--- src/rtl/tps_pkg.sv ---
// Shared types and constants for the trade pipeline scheduler.
package tps_pkg;

  typedef enum logic [1:0] {
    TPS_IDLE  = 2'd0,
    TPS_RUN   = 2'd1,
    TPS_DRAIN = 2'd2
  } tps_state_e;

  localparam logic [31:0] Q16_ONE = 32'h0001_0000;

endpackage

--- src/rtl/tps_tag_fifo.sv ---
// In-order source-tag FIFO; head is valid whenever o_empty is low.
// Push while full and pop while empty are ignored; full does not consider a same-cycle pop.
module tps_tag_fifo #(
  parameter int WIDTH = 2,
  parameter int DEPTH = 8
) (
  input  logic             clk,
  input  logic             rst,
  input  logic             i_push,
  input  logic [WIDTH-1:0] i_push_dat,
  input  logic             i_pop,
  output logic             o_full,
  output logic             o_empty,
  output logic [WIDTH-1:0] o_head
);
  localparam int AW = $clog2(DEPTH);

  logic [WIDTH-1:0] r_mem [DEPTH];
  logic [AW-1:0]    r_wr_ptr;
  logic [AW-1:0]    r_rd_ptr;
  logic [AW:0]      r_count;
  logic             w_push;
  logic             w_pop;

  assign o_full  = (r_count == (AW+1)'(DEPTH));
  assign o_empty = (r_count == '0);
  assign o_head  = r_mem[r_rd_ptr];
  assign w_push  = i_push && !o_full;
  assign w_pop   = i_pop && !o_empty;

  always_ff @(posedge clk) begin
    if (w_push) r_mem[r_wr_ptr] <= i_push_dat;
  end

  // Pointers wrap naturally; occupancy kept separately so full/empty are unambiguous.
  always_ff @(posedge clk) begin
    if (rst) begin
      r_wr_ptr <= '0;
      r_rd_ptr <= '0;
      r_count  <= '0;
    end else begin
      if (w_push) r_wr_ptr <= r_wr_ptr + 1'b1;
      if (w_pop)  r_rd_ptr <= r_rd_ptr + 1'b1;
      case ({w_push, w_pop})
        2'b10:   r_count <= r_count + 1'b1;
        2'b01:   r_count <= r_count - 1'b1;
        default: r_count <= r_count;
      endcase
    end
  end

endmodule

--- src/rtl/trade_pipe_sched.sv ---
// Round-robin share of one trading pipeline between NUM_SRC feeds, results tagged by source.
// Optional per-source grant counters under `TPS_PERF_CNT_EN; otherwise cnt_value is tied to 0.
module trade_pipe_sched
  import tps_pkg::*;
#(
  parameter int NUM_SRC      = 4,
  parameter int DATA_W       = 32,
  parameter int MAX_INFLIGHT = 8,
  parameter int SRC_W        = $clog2(NUM_SRC)
) (
  input  logic                      clk,
  input  logic                      rst,
  input  logic                      enable,
  input  logic [NUM_SRC-1:0]        src_valid,
  output logic [NUM_SRC-1:0]        src_ready,
  input  logic [NUM_SRC*DATA_W-1:0] src_data,
  output logic                      pipe_in_valid,
  input  logic                      pipe_in_ready,
  output logic [DATA_W-1:0]         pipe_in_data,
  input  logic                      pipe_out_valid,
  output logic                      pipe_out_ready,
  input  logic [DATA_W-1:0]         pipe_out_data,
  output logic                      res_valid,
  input  logic                      res_ready,
  output logic [DATA_W-1:0]         res_data,
  output logic [SRC_W-1:0]          res_src,
  output logic                      busy,
  output logic                      err_orphan,
  input  logic [SRC_W-1:0]          cnt_sel,
  output logic [31:0]               cnt_value
);
  tps_state_e       r_state;
  logic [SRC_W-1:0] r_rr_ptr;
  logic [SRC_W-1:0] w_gnt_idx;
  logic             w_any;
  logic             w_adm;
  logic             w_push;
  logic             w_out_hs;
  logic             w_full;
  logic             w_empty;
  logic [SRC_W-1:0] w_head;

  // First valid source at or after the priority pointer, modulo NUM_SRC.
  always_comb begin
    int               v;
    logic [SRC_W-1:0] idx;
    v         = 0;
    idx       = '0;
    w_any     = 1'b0;
    w_gnt_idx = '0;
    for (int k = 0; k < NUM_SRC; k++) begin
      v = int'(r_rr_ptr) + k;
      if (v >= NUM_SRC) v = v - NUM_SRC;
      idx = SRC_W'(v);
      if (!w_any && src_valid[idx]) begin
        w_any     = 1'b1;
        w_gnt_idx = idx;
      end
    end
  end

  assign w_adm          = (r_state == TPS_RUN) && !w_full;
  assign pipe_in_valid  = w_adm && w_any;
  assign pipe_in_data   = src_data[w_gnt_idx*DATA_W +: DATA_W];
  assign src_ready      = (pipe_in_valid && pipe_in_ready) ? (NUM_SRC'(1) << w_gnt_idx) : '0;
  assign w_push         = pipe_in_valid && pipe_in_ready;
  assign pipe_out_ready = !res_valid || res_ready;
  assign w_out_hs       = pipe_out_valid && pipe_out_ready;
  assign busy           = (r_state != TPS_IDLE) || !w_empty;

  tps_tag_fifo #(
    .WIDTH (SRC_W),
    .DEPTH (MAX_INFLIGHT)
  ) u_tag_fifo (
    .clk        (clk),
    .rst        (rst),
    .i_push     (w_push),
    .i_push_dat (w_gnt_idx),
    .i_pop      (w_out_hs),
    .o_full     (w_full),
    .o_empty    (w_empty),
    .o_head     (w_head)
  );

  always_ff @(posedge clk) begin
    if (rst) begin
      r_state  <= TPS_IDLE;
      r_rr_ptr <= '0;
    end else begin
      case (r_state)
        TPS_IDLE:  if (enable) r_state <= TPS_RUN;
        TPS_RUN:   if (!enable) r_state <= TPS_DRAIN;
        TPS_DRAIN: begin
          if (enable)                     r_state <= TPS_RUN;
          else if (w_empty && !res_valid) r_state <= TPS_IDLE;
        end
        default:   r_state <= TPS_IDLE;
      endcase
      if (w_push)
        r_rr_ptr <= (w_gnt_idx == SRC_W'(NUM_SRC-1)) ? '0 : w_gnt_idx + 1'b1;
    end
  end

  // A result with no outstanding tag is still delivered, tagged as source 0.
  always_ff @(posedge clk) begin
    if (rst) begin
      res_valid  <= 1'b0;
      res_data   <= '0;
      res_src    <= '0;
      err_orphan <= 1'b0;
    end else if (w_out_hs) begin
      res_valid <= 1'b1;
      res_data  <= pipe_out_data;
      if (w_empty) begin
        res_src    <= '0;
        err_orphan <= 1'b1;
      end else begin
        res_src <= w_head;
      end
    end else if (res_ready) begin
      res_valid <= 1'b0;
    end
  end

`ifdef TPS_PERF_CNT_EN
  logic [31:0] r_cnt [NUM_SRC];
  logic [31:0] r_cnt_value;

  always_ff @(posedge clk) begin
    if (rst) begin
      for (int i = 0; i < NUM_SRC; i++) r_cnt[i] <= '0;
      r_cnt_value <= '0;
    end else begin
      for (int i = 0; i < NUM_SRC; i++)
        if (w_push && (w_gnt_idx == SRC_W'(i)) && (r_cnt[i] != 32'hFFFF_FFFF))
          r_cnt[i] <= r_cnt[i] + 32'd1;
      r_cnt_value <= (int'(cnt_sel) < NUM_SRC) ? r_cnt[cnt_sel] : '0;
    end
  end

  assign cnt_value = r_cnt_value;
`else
  logic w_unused_cnt_sel;
  assign w_unused_cnt_sel = ^cnt_sel;
  assign cnt_value        = '0;
`endif

endmodule

--- config.mk ---
export PLATFORM = sky130hd
export DESIGN_NAME = trade_pipe_sched
export DESIGN_NICKNAME = d
export VERILOG_FILES = /design/src/rtl/tps_pkg.sv /design/src/rtl/tps_tag_fifo.sv /design/src/rtl/trade_pipe_sched.sv
export SDC_FILE = /design/constraint.sdc
export NUM_CORES = 1
export LEC_CHECK = 0
export ABC_AREA = 1
export BUFFER_PORTS_ARGS = -buffer_cell sky130_fd_sc_hd__buf_2
export CELL_PAD_IN_SITES_DETAIL_PLACEMENT = 1
export CELL_PAD_IN_SITES_GLOBAL_PLACEMENT = 1
export CORE_ASPECT_RATIO = 0.75
export CORE_MARGIN = 4
export CORE_UTILIZATION = 32
export DETAILED_ROUTE_END_ITERATION = 6
export GPL_TIMING_DRIVEN = 0
export MAX_ROUTING_LAYER = met4
export PLACE_DENSITY_LB_ADDON = 0.1
export REMOVE_ABC_BUFFERS = 1
export SLEW_MARGIN = 20
export SYNTH_ARGS = -nofsm -noshare
export SYNTH_HDL_FRONTEND = slang
export SYNTH_SLANG_ARGS = --single-unit
--- constraint.sdc ---
create_clock -name clk -period 5.16 [get_ports clk]
set_input_delay 0.258 -clock clk [delete_from_list [all_inputs] [get_ports clk]]
set_output_delay 0.258 -clock clk [all_outputs]
set_load 0.01 [all_outputs]
==> results of run 1 <==
where the power goes:
part / switching, W / internal (W) / total [W]
combinational: 0.000599 / 0.000339 / 0.000938
clock: 0.000227 / 0.000422 / 0.000649
sequential: 0.0000519 / 0.000620 / 0.000672
total: 0.000878 / 0.00138 / 0.00226
cell type report:
class	count	share of cell area (%)
sequential	69	23.8
inverter	162	9.37
tap	205	3.95
clock inverter	6	1.33
multi-input combinational	521	38.8
timing repair buffer	245	19.3
clock buffer	10	3.53
worst min-delay path by stage:
stage | to | slack (ps) | start
after floorplan | r_rr_ptr[0]$_SDFFE_PP0P_ | 320 | rst
after global placement | res_src[0]$_SDFFE_PP0P_ | 450 | res_src[0]$_SDFFE_PP0P_
after detailed placement | r_state[1]$_SDFFE_PP0P_ | 450 | enable
after CTS | r_state[1]$_SDFFE_PP0P_ | 100 | enable
after global routing | r_state[1]$_SDFFE_PP0P_ | 110 | enable
final | r_state[1]$_SDFFE_PP0P_ | 110 | enable
layout by cell type, fill, tap and decap left out, types with 3 or more instances in the layout:
cell type / n
nand2_1: 155
nand3_1: 74
nand4_1: 65
inv_1: 158
conb_1: 32
dfxtp_1: 53
ha_1: 9
nand3_4: 3
inv_2: 3
o21ai_0: 47
a21oi_1: 15
clkbuf_16: 9
edfxtp_1: 16
nor2_1: 97
buf_2: 244
stage by stage:
step / util, % / power (W)
2_1_floorplan: - / 0.00126
3_3_place_gp: 39.8 / 0.00163
3_5_place_dp: 40.1 / 0.00163
4_1_cts: 42.2 / 0.00230
5_1_grt: 42.2 / 0.00245
6_report: 42.2 / 0.00226
state kept, by name, summed over array words and instances, names as in the netlist, named ones only:
signal,cells
u_tag_fifo.r_wr_ptr,3
res_data,32
u_tag_fifo.r_mem,16
u_tag_fifo.r_count,4
r_rr_ptr,2
u_tag_fifo.r_rd_ptr,3
err_orphan,1
r_state,2
res_src,2
res_valid,1
layer usage:
metal  share of wire, %  vias to the layer above
li1                   -                     2874
met1                 45                     2543
met2                 48                      149
met3                6.1                       17
met4               0.98                        0
met5                  0                        -
critical path, stage by stage, from the launching register on:
cell and delay (ps):
dfxtp_1 600, inv_2 200, nand2_1 100, nand2_1 110
nand2_1 90, nand2_1 80, nor2_4 140, nand3_4 650
nand3_4 960, inv_1 390, ha_1 310, inv_1 80
nor2_1 50, buf_2 160
logic make-up (layout without fill, tap and decap cells):
family / count (synthesis) / after routing
buffers and inverters: 242 / 423
AOI/OAI and AO/OA: 71 / 71
adders and majority gates: 9 / 9
muxes: 1 / 1
and+or+nand+nor: 405 / 405
xor gates and xnor gates: 3 / 3
other: 1 / 32
DFF: 69 / 69
==> results by group, run 1 <==
Outcome
  • Status: finished clean

Logic synthesis
  • Total number of yosys warnings: 0
  • Synthesized area: 5070 um2
  • EDFF count, synth: 16
  • Multiplexer share of the synthesized area: 0.197%
  • Top cells by area, synth: dfxtp_1 21%, inv_1 12%, nand2_1 12%
  • Most instantiated library cell after synthesis: inv_1
  • Top-area cell type share of the netlist area: 20.9%
  • Post-synthesis xor/xnor area fraction: 0.518%
  • Register area share after synthesis: between 30% and 40%
  • Synth cell types: 37
  • Adder-Cell Fraction of Synth Area: about 2.2%
  • Top cells by count, synth: 160 x inv_1, 157 x nand2_1, 97 x nor2_1
  • Synth Area in Simple Gates: approximately 36%
  • Largest family of logic cells by synthesized area: simple AND/OR/NAND/NOR gates
  • Post-synth top area cell: dfxtp_1
  • Dominant synthesized flop cell: dfxtp_1
  • Cells after Synth: between 800 and 900
  • Mapped Avg Cell Area: roughly 6.3 um2
  • Async set-or-reset flop fraction in the synthesized netlist: 0%
  • Compound-gate portion of the synthesized area: under 10%
  • Register bit total from synthesis: approximately 70

Worst setup path
  • Origin of the critical flop-to-flop path: r_rr_ptr[0]$_SDFFE_PP0P_
  • CP max FO: 68
  • CP Class: flip-flop to primary output
  • Crit end category: primary output
  • Critical Path Start: r_rr_ptr[0]$_SDFFE_PP0P_
  • Reg2reg path depth: 15
  • Worst Setup EP: src_ready[3]
  • FF-to-FF setup slack: 1100 ps
  • CP required: approximately 4900 ps
  • Worst Path Arrival: ~4300 ps
  • Reg2reg end: u_tag_fifo.r_count[3]$_SDFFE_PP0P_
  • Critical Path Start Type: flip-flop

Drt
  • Post-Route WL: between 15000 and 20000 um
  • Post-route ant nets: 0
  • Via-to-Cell Ratio: 4.58
  • Pre-antenna DRT Iters: 4
  • Residual DRC: 0
  • Vias: between 5k and 6k
  • Drt initial violations: ~270
  • Drt wl/cell: approximately 14 um

Timing
  • Max Slew Vio Count: 0
  • Slew HR: between 30% and 40%
  • RSZ-0062 raised after global routing: no
  • Fin crit period: roughly 4500 ps
  • Worst slew pin tran: around 980 ps
  • WHS: 112 ps
  • Final hold violations: 0
  • Final setup TNS: 0 ps
  • Final-report setup violation count: 0
  • Clk_skew: slightly below 7 ps
  • Period utilization: about 88%
  • Final worst slack: 617 ps
  • Max Freq: 220 MHz

Placement
  • GPL Wtd Cong: about 0.8
  • Dpl cell area: ~6200 um2
  • Port Buffers: 244
  • Post-Place Cells: 1202
  • Pre-CTS setup slack: between 900 and 1000 ps
  • Dpl hpwl: ~13000 um

Pwr
  • Cell Pwr Density: around 350 nW/um2
  • Peak supply drop: 0.188 mV
  • P_leak: about 3.8 nW

Cells and area
  • Area grow syn2layout: 27.9%
  • Post-Layout Cell Count: 1218
  • Fin area: between 6000 and 7000 um2
  • Antenna fix cells: 0
  • Sequential Area: between 1500 and 2000 um2
  • Area of the multi-input gates: between 2000 and 3000 um2
  • Layout cells sized above 1: 27.3%
  • Layout net count: 1189
  • Fill cells: between 2k and 2.5k

Floorplan
  • Starting density of the core: approximately 33%
  • Boundary pin count: between 200 and 300
  • # rows: 39
  • Die X: roughly 150 um
  • Core Region: ~15000 um2
  • Die Y: around 120 um
  • Die ar.: 18000 um2

Global route
  • GRT overflow: 0
  • Largest net degree at the start of global routing: 69
  • First-pass GRT wire length: between 20000 and 30000 um
  • Initial antenna violation count: 0
  • GR Util met2: a little under a third
  • Most used routing layer: met2
  • Met1 track demand over resource: between 20% and 30%
  • Total global-route track usage: 18.5%
  • Vias in the first global route: approximately 5.4k
  • M3 GR Usage: between 5 and 6%

Clock network
  • CTS sink count: 69
  • Max Root-Sink Buffers: 2
  • Hold-fix buffers, CTS: 0
  • Post_cts resized: 0
  • Root Driver: clkbuf_16
  • Worst-path clk slew: roughly 50 ps
  • Total setup buffers inserted after CTS: 0
  • # H-tree levels: 3
  • CTS tree: yes
  • TritonCTS Buffers: 9
  • Clk_lat worst skew: ~330 ps

Min path
  • Hold Crit Class: input port to flip-flop
  • Hold depth: 2

Job
  • Max_cap viols: 0
Note: power is estimated with default switching activity, not from simulation.
==> run 2, diff against run 1 <==
- CORE_UTILIZATION: 32 -> 30
- clock period: 5.16 -> 5.1 ns (I/O delays scaled with it)
==> run 2 against run 1 <==
  * Flip-flop and latch count unchanged
  * Utilization down 2.7 points
  * Global-route usage up 0.58 points
  * Critical path depth unchanged
  * Clock power down 10%
  * Via count down 0.48%
  * Sequential power up 1%
  * Worst hold slack worse by 3.1 ps
  * Critical endpoint unchanged
  * Highest routed layer unchanged
==> results by group, run 2 (same netlist as run 1, synthesis figures left out) <==
Global route
  • First-pass GRT wire length: 28800 um
  • Largest net degree at the start of global routing: 69
  • Total global-route track usage: about a fifth
  • Initial antenna violation count: 0
  • Vias in the first global route: around 5.6k
  • GRT overflow: 0

Clock network
  • Clk_lat worst skew: around 330 ps
  • Max Root-Sink Buffers: 2
  • Post_cts resized: 0
  • # H-tree levels: 3
  • Root Driver: clkbuf_16
  • CTS tree: yes
  • Total setup buffers inserted after CTS: 0
  • Hold-fix buffers, CTS: 0
  • CTS sink count: a little under 70
  • TritonCTS Buffers: 9
  • Worst-path clk slew: 60 ps

Pwr
  • Cell Pwr Density: ~340 nW/um2
  • Switching share of power: about 40%
  • P_sw: between 0.0008 and 0.0009 W
  • P_leak: approximately 3.7 nW
  • Peak supply drop: 0.167 mV
  • Int Pwr: around 0.0013 W
  • Flop pwr share: 30.6%
  • Combinational share of power: 43.1%
  • Power share of the clock group: about a quarter

Floorplan
  • Starting density of the core: 31.1%
  • # rows: 40
  • Die X: around 160 um
  • Core Region: around 16000 um2
  • Die Y: roughly 120 um
  • Die ar.: roughly 19000 um2
  • Boundary pin count: roughly 280

Timing
  • Period utilization: between 80% and 90%
  • Final worst slack: 511 ps
  • RSZ-0062 raised after global routing: no
  • Final setup TNS: 0 ps
  • Clk_skew: 6.76 ps
  • Fin crit period: about 4600 ps
  • Final hold violations: 0
  • Slew HR: just over 40%
  • Final-report setup violation count: 0
  • Max Freq: about 220 MHz
  • Worst slew pin tran: roughly 880 ps
  • Max Slew Vio Count: 0

Worst setup path
  • CP required: 4850 ps
  • Origin of the critical flop-to-flop path: r_rr_ptr[0]$_SDFFE_PP0P_
  • Crit end category: primary output
  • Worst Path Arrival: 4330 ps
  • Critical Path Start: r_rr_ptr[0]$_SDFFE_PP0P_
  • CP max FO: 68
  • CP Class: flip-flop to primary output
  • Critical Path Start Type: flip-flop

Cells and area
  • Layout net count: between 1k and 1.5k
  • Regs by FF count: res_data (32), u_tag_fifo.r_mem (16), u_tag_fifo.r_count (4)
  • Largest Register: res_data
  • Area grow syn2layout: 27.1%
  • Most frequent cells in the layout: 244 x buf_2, 158 x inv_1, 155 x nand2_1
  • Fin area: approximately 6400 um2
  • Leading cell type in the layout, fill and taps excluded: buf_2
  • Largest register FFs: 32
  • Post-Layout Cell Count: ~1.2k
  • Antenna fix cells: 0
  • Layout cells sized above 1: ~27%

Placement
  • Dpl cell area: about 6200 um2
  • Port Buffers: around 240
  • Dpl hpwl: around 13000 um
  • Post-Place Cells: about 1.2k
  • Pre-CTS setup slack: around 810 ps
  • GPL Wtd Cong: between 0.7 and 0.8

Drt
  • Via-to-Cell Ratio: between 4 and 5
  • Vias: between 5k and 6k
  • Residual DRC: 0
  • Drt initial violations: between 200 and 250
  • Post-route ant nets: 0
  • Post-Route WL: about 18000 um
  • Pre-antenna DRT Iters: 5
  • Drt wl/cell: 14.8 um

Job
  • Max_cap viols: 0

Min path
  • Hold Crit Class: input port to flip-flop
  • HP Start: enable

Outcome
  • Status: finished clean
==> run 2: per-layer routing <==
metal  vias to the layer above  wire [um]  GRT usage [%]
li1                       2873          -              -
met4                         0        148           3.20
met3                        12       1030           5.01
met2                       143       8860           31.7
met5                         -          0              -
met1                      2528       8000           23.9
==> run 2: worst max-delay path, cell delays in order (launching register included) <==
cell and delay, ps:
dfxtp_1 600, inv_2 200, nand2_1 100, nand2_1 110
nand2_1 90, nand2_1 80, nor2_4 140, nand3_4 660
nand3_4 980, inv_1 390, ha_1 310, inv_1 80
nor2_1 50, buf_2 160
==> run 2: path summary, 6_finish.rpt <==
check / end / slack, ps / cells after the start
hold / removal: r_state[1]$_SDFFE_PP0P_ / 110 / 2
setup reg to reg: u_tag_fifo.r_count[3]$_SDFFE_PP0P_ / 1000 / 15
setup / recovery: src_ready[3] / 510 / 13
hold reg to reg: res_src[1]$_SDFFE_PP0P_ / 470 / 2
==> run 2: final cells by class <==
cell class | instances | area (um2)
Sequential cell | 69 | 1540
Tap cell | 210 | 263
Fill cell | 2234 | 9870
Clock buffer | 14 | 274
Inverter | 162 | 608
Clock inverter | 1 | 5.00
Timing Repair Buffer | 245 | 1240
Multi-Input combinational cell | 521 | 2520
==> run 2: power by group through the flow <==
stage	clock (W)	combinational (W)	sequential [W]
after global placement	0	0.000972	0.000689
after floorplan	0	0.000579	0.000691
after detailed placement	0	0.000974	0.000690
after CTS	0.000597	0.000979	0.000680
after global routing	0.000627	0.00110	0.000690
final	0.000583	0.000958	0.000679
==> run 2: per-stage QoR <==
stage	util, %	power, W	hold WS [ps]
3_5_place_dp	37.8	0.00166	446
6_report	39.5	0.00222	109
5_1_grt	39.5	0.00242	109
3_3_place_gp	37.6	0.00166	441
4_1_cts	39.5	0.00226	98.4
2_1_floorplan	-	0.00127	317
==> run 3, diff against run 2 <==
- CORE_ASPECT_RATIO: 0.75 -> 1.25
==> run 3 against run 2 <==
  * Clock power decreased by 6.2%
  * Critical path type unchanged
  * Flip-flop and latch count unchanged
  * First-iteration DRC count decreased by 7.4%
  * Worst hold slack improved by 23 ps
  * Wire length decreased by 3.3%
  * Critical endpoint unchanged
  * Via count decreased by 0.13%
==> results by group, run 3 (same netlist as run 1, synthesis figures left out) <==
Outcome
  • Status: finished clean

Worst setup path
  • Most Frequent Cell on Critical Path: nand2_1
  • FF-to-FF setup slack: approximately 1100 ps
  • Crit end category: primary output
  • Critical path depth: 13
  • CP max FO: 68
  • Critical Path Max Stage Delay: ~970 ps
  • Critical Path Start Type: flip-flop
  • Worst Path Arrival: between 4000 and 5000 ps
  • Origin of the critical flop-to-flop path: r_rr_ptr[0]$_SDFFE_PP0P_
  • CP max stage cell: nand3_4
  • Critical path cell sequence: inv_2, nand2_1, nand2_1, nand2_1, nand2_1, nor2_4, nand3_4, nand3_4, inv_1, ha_1, inv_1, nor2_1, buf_2
  • CP Class: flip-flop to primary output
  • CP delay by family, top: simple AND/OR/NAND/NOR gates
  • WP buf/inv: 4
  • Reg2reg path depth: 13
  • CP required: around 4900 ps
  • Critical Path Start: r_rr_ptr[0]$_SDFFE_PP0P_

Drt
  • Drt initial violations: approximately 230
  • Drt wl/cell: approximately 14 um
  • Via-to-Cell Ratio: roughly 4.5
  • Vias: approximately 5.5k
  • Pre-antenna DRT Iters: 4
  • Post-route ant nets: 0
  • Residual DRC: 0
  • Post-Route WL: 17400 um

Cells and area
  • Layout net count: about 1.2k
  • Largest register FFs: 32
  • Area grow syn2layout: 27.4%
  • Largest Register: res_data
  • Most frequent cells in the layout: 244 x buf_2, 158 x inv_1, 155 x nand2_1
  • Fin util: about two fifths
  • Regs by FF count: res_data (32), u_tag_fifo.r_mem (16), u_tag_fifo.r_count (4)
  • Leading cell type in the layout, fill and taps excluded: buf_2
  • Layout cells sized above 1: a little over a quarter

Pwr
  • P_sw: roughly 0.00088 W
  • Peak supply drop: about 0.15 mV
  • Switching share of power: roughly 41%
  • Flop pwr share: 31.1%
  • Combinational share of power: 43.8%
  • P_leak: between 3 and 4 nW
  • Power share of the clock group: 25.1%
  • Cell Pwr Density: approximately 340 nW/um2
  • Int Pwr: 0.00129 W

Global route
  • GR Util met2: approximately 31%
  • Vias in the first global route: between 5k and 6k
  • First-pass GRT wire length: roughly 29000 um
  • Largest net degree at the start of global routing: between 60 and 70
  • Total global-route track usage: between 10% and 20%
  • Met1 track demand over resource: a little over a fifth
  • Most used routing layer: met2
  • GRT overflow: 0
  • Initial antenna violation count: 6
  • M3 GR Usage: around 6%

Clock network
  • Clk_lat worst skew: between 300 and 400 ps
  • Worst-path clk slew: about 50 ps
  • Root Driver: clkbuf_16
  • CTS tree: yes
  • Hold-fix buffers, CTS: 0
  • Post_cts resized: 0
  • TritonCTS Buffers: 9
  • # H-tree levels: 3
  • Total setup buffers inserted after CTS: 0
  • Max Root-Sink Buffers: 2
  • CTS sink count: between 60 and 70

Floorplan
  • Die ar.: 19100 um2
  • Die Y: between 150 and 200 um
  • # rows: between 50 and 60
  • Starting density of the core: 30.9%
  • Boundary pin count: roughly 280
  • Core Region: between 15000 and 20000 um2
  • Die X: 124 um

Min path
  • Hold Crit Class: input port to flip-flop
  • HP Start: enable
  • Hold depth: 2

Timing
  • Slew HR: between 40 and 50%
  • Final hold violations: 0
  • Worst slew pin tran: approximately 860 ps
  • Max Slew Vio Count: 0
  • RSZ-0062 raised after global routing: no
  • Clk_skew: 4.62 ps
  • Period utilization: between 80% and 90%
  • Max Freq: ~220 MHz
  • Final setup TNS: 0 ps
  • Final-report setup violation count: 0
  • Fin crit period: roughly 4500 ps

Placement
  • Port Buffers: between 200 and 250
  • GPL Wtd Cong: between 0.8 and 0.9
  • Dpl hpwl: ~13000 um

Job
  • Max_cap viols: 0
==> run 3: area by class of cell <==
| cell class | instances | area (um2) |
|---|---|---|
| fillers | 2319 | 9940 |
| multi-input cells | 521 | 2520 |
| flip-flops and latches | 69 | 1540 |
| repair buffers | 245 | 1240 |
| inverters | 162 | 608 |
| well taps | 216 | 270 |
| clock buffers | 9 | 225 |
| clock inverters | 7 | 42.5 |
| diodes | 6 | 15.0 |
==> run 3: per-layer routing <==
layer  vias up  share of wire (%)
li1       2882                  -
met1      2469                 42
met2       185                 49
met3        13                8.1
met4         0                1.2
met5         -                  0
==> run 3: worst paths after layout <==
kind / endpoint
setup reg to reg: r_rr_ptr[0]$_SDFFE_PP0P_
hold / removal: r_state[1]$_SDFFE_PP0P_
hold reg to reg: err_orphan$_SDFFE_PP0P_
setup / recovery: src_ready[3]
==> run 3: through the flow <==
step	cells	total power (W)	setup WS (ps)	hold WS [ps]	area, um2
final	1235	0.00218	561	132	6460
after global routing	1235	0.00238	94.1	128	6460
after CTS	1229	0.00222	514	124	6440
after detailed placement	1213	0.00165	860	460	6170
after global placement	1212	0.00165	-955	445	6130
after floorplan	752	0.00127	1170	317	4640
==> run 3: power by group through the flow <==
| stage | Combinational (W) | Sequential [W] | Clock (W) |
|---|---|---|---|
| 6_report | 0.000953 | 0.000676 | 0.000547 |
| 5_1_grt | 0.00110 | 0.000687 | 0.000594 |
| 4_1_cts | 0.000974 | 0.000677 | 0.000565 |
| 3_5_place_dp | 0.000965 | 0.000689 | 0 |
| 3_3_place_gp | 0.000964 | 0.000687 | 0 |
| 2_1_floorplan | 0.000579 | 0.000691 | 0 |
